===== src/rtl/mux_pkg.sv =====
// Shared word type and select encodings for the operand multiplexer.
package mux_pkg;

    localparam int MUX_WIDTH = 32;

    typedef logic [MUX_WIDTH-1:0] mux_word_t;

    localparam logic SEL_IN0 = 1'b0;
    localparam logic SEL_IN1 = 1'b1;

endpackage


===== src/rtl/mux.sv =====
// 2:1 word multiplexer with a combinational result and a registered, select-aligned copy.
// Latency: out is zero-cycle; out_q/signal_q are one cycle behind.
// Backpressure: none; the selected word is taken and registered every cycle.
module mux
    import mux_pkg::*;
#(
    parameter int               WIDTH       = MUX_WIDTH,
    parameter logic [WIDTH-1:0] RESET_VALUE = '0
) (
    input  logic             clk,
    input  logic             rst,
    input  logic [WIDTH-1:0] in_0,
    input  logic [WIDTH-1:0] in_1,
    input  logic             signal,
    output logic [WIDTH-1:0] out,
    output logic [WIDTH-1:0] out_q,
    output logic             signal_q
);

    // The conditional operator keeps agreeing bits defined when the select is unknown.
    assign out = (signal == SEL_IN1) ? in_1 : in_0;

    always_ff @(posedge clk or posedge rst) begin
        if (rst) begin
            out_q    <= RESET_VALUE;
            signal_q <= SEL_IN0;
        end else begin
            out_q    <= out;
            signal_q <= signal;
        end
    end

endmodule


===== config.mk =====
export PLATFORM = sky130hd
export DESIGN_NAME = mux
export DESIGN_NICKNAME = d
export VERILOG_FILES = /design/src/rtl/mux_pkg.sv /design/src/rtl/mux.sv
export SDC_FILE = /design/constraint.sdc
export NUM_CORES = 1
export LEC_CHECK = 0
export ABC_AREA = 1
export CAP_MARGIN = 20
export CORE_MARGIN = 8
export CORE_UTILIZATION = 29
export CTS_CLUSTER_SIZE = 25
export DETAILED_ROUTE_END_ITERATION = 6
export GPL_TIMING_DRIVEN = 1
export MAX_ROUTING_LAYER = met4
export PLACE_DENSITY = 0.8
export SLEW_MARGIN = 20
export SYNTH_ARGS = -nofsm -noshare
export SYNTH_HDL_FRONTEND = slang
export SYNTH_SLANG_ARGS = --single-unit

===== constraint.sdc =====
create_clock -name clk -period 2 [get_ports clk]
set_clock_uncertainty 0.05 [all_clocks]
set_input_delay 0.4 -clock clk [delete_from_list [all_inputs] [get_ports clk]]
set_output_delay 0.4 -clock clk [all_outputs]
set_load 0.1 [all_outputs]

==> out/qor.yml <==
area_delta_synth_final_pct: 140
cp_slowest_cell: "dlygate4sd2_1"
ant_nets: 0
finalPower_mw: 2.60
hpwlAfterDp_um: 4440
cts_buffers: 5
gp_congestion: 0.711
synth_area_sq_mm: 0.00132
grt_max_degree: 34
boundaryPins: 132
status: "finished clean"
track_usage_pct: 16.5
power_frac_seq_pct: 28.1
drive_gt1_share_pct: 36.0
clock_path_buffers: 2
final-setup-viol-count: 0
cts_max_level: 2
firstDrtPassIters: 4
synth_adder_area_share_pct: 0
drc: 0
worst_hold_slack_ps: 481
cpMostUsedCell: "buf_12"
dieArea_sq_mm: 0.00697
p_clk_share_pct: 18.5
cts-root-buf: "clkbuf_8"
nets: 355
cp_data_required_time_ps: 1550
fin_area_sq_mm: 0.00317
ir_drop_v: 0.000465
synth_top_family_by_area: "simple AND/OR/NAND/NOR gates"
ys_seq_area_share_pct: 62.5
comb_power_share_pct: 53.4
startpoint_type: "input pin"
switchingPower_mw: 1.20
slew_violations: 0
crit_chain: "dlygate4sd2_1, buf_12, buf_12, nand2_1, nand2_1, buf_12"
timing.slew.headroom_pct: 71.2
start_util_pct: 30.1
ys_seq_elements: 33
endpoint_kind: "primary output"
synth_xor_area_share_pct: 0
yosys_warnings: 0
p_per_area_mw_per_mm2: 821
syn_nets: 205
syn_area_per_cell_sq_um: 9.57
synth_compound_gate_area_share_pct: 0
synth_simple_gate_area_share_pct: 29.2
tightestPinTransition_ps: 432
core_sq_mm: 0.00438
path_clk_slew_ps: 60
rsz0062_at_grt: "no"
diodes: 0
fmax_mhz: 533
die-width_um: 83.5
swShare_pct: 46.1
cts_hold_buf: 0
rows: 24
crit_family: "buffers and inverters"
routed_wl_um: 5670
overflow: 0
placed_area_sq_mm: 0.00300
slowest_delay_ps: 350
crit_buf_inv: 4
crit_arrival_ps: 1430
grt_pass1_vias: 1652
cts_tree: "yes"
fin_crit_ps: 1880
drtIter0Drc: 34
ys_types: 8
syn_inst: 138
cp_max_fo: 10
p_int_mw: 1.40
grt_pass1_wl_um: 8830
antenna_found_initial: 0
wl_per_cell_um: 16.6
hold_violations: 0
max_cap_viol_count: 0
synth_mux_area_share_pct: 0
num_vias: 1480
routed_via_density: 4.34
min_period_over_period_pct: 93.9
cts.sinks: 33
leakage_nw: 1.58
critPathKind: "input pin to primary output"
numPortBuffers: 131
hold_path.class: "input pin to asynchronous set/reset pin"
die_height_um: 83.5
## timing repair
item	4_1_cts	5_1_grt
endpoints found under the setup margin	32	0
resized for setup	10	0
setup buffers	2	0
## routing by layer
| metal | track usage [%] | vias to the layer above | part of all wire (%) |
|---|---|---|---|
| li1 | - | 707 | - |
| met1 | 15.9 | 683 | 36 |
| met2 | 30.2 | 77 | 54 |
| met3 | 4.39 | 13 | 6.3 |
| met4 | 7.06 | 0 | 3.2 |
| met5 | - | - | 0 |
## registers in the layout, indices dropped and copies added (netlist names)
name and cells:
signal_q 1, out_q 32
## layout make-up
class                   count  area (sq um)
clock buffers               8          80.1
fillers                   311          1210
inverters                   2          23.8
multi-input cells          96           395
flip-flops and latches     33           826
well taps                  52          65.1
repair buffers            149          1770
repair inverters            1          16.3
## tightest hold or removal path, stage by stage
cell             delay (ps)
clkdlybuf4s50_1         400
inv_1                    50
buf_4                   370
## power by group through the flow
stage	logic [mW]	clock network (mW)	registers (mW)
6_report	1.39	0.482	0.731
3_3_place_gp	1.36	0	0.742
3_5_place_dp	1.37	0	0.744
2_1_floorplan	0.479	0	1.12
5_1_grt	1.43	0.525	0.735
4_1_cts	1.40	0.491	0.732
## path summary, 6_finish.rpt
kind                       startpoint             endpoint  cells after the start
worst min-delay path              rst   out_q[2]$_DFF_PP0_                      3
max in group asynchronous         rst  out_q[27]$_DFF_PP0_                      3
min in group clk             in_0[23]  out_q[23]$_DFF_PP0_                      3
worst max-delay path           signal              out[17]                      6
## cell families (layout without fill, tap and decap cells)
| logic type | Yosys count | after routing |
|---|---|---|
| flops | 33 | 33 |
| simple gates | 96 | 96 |
| buf+inv | 9 | 160 |
## Yosys cell counts
cell / instances / area [sq um]
nand2_1: 86 / 323
dfrtp_1: 33 / 826
nand2_2: 10 / 62.6
buf_6: 3 / 33.8
clkbuf_8: 3 / 41.3
buf_12: 1 / 20.0
inv_1: 1 / 3.75
inv_8: 1 / 11.3
## through the flow
stage	setup WS, ps	TNS, ps	cells	util, %
finish	122	0	341	72.3
global route	60.7	0	341	72.3
CTS	121	0	341	72.3
detailed placement	-95.4	-1820	329	68.5
global placement	-64.4	-1180	329	68.5
floorplan	153	0	138	-
## layout by cell type (no fill, tap or decap)
| cell | count |
|---|---|
| nand2_1 | 82 |
| clkdlybuf4s50_1 | 65 |
| buf_4 | 45 |
| buf_12 | 37 |
| dfrtp_1 | 33 |
| nand2_2 | 14 |
| clkbuf_8 | 5 |
| clkbuf_1 | 3 |
| inv_16 | 1 |
| inv_1 | 1 |
| buf_16 | 1 |
| inv_12 | 1 |
| dlygate4sd2_1 | 1 |
Power figures use the tool's default switching activity.
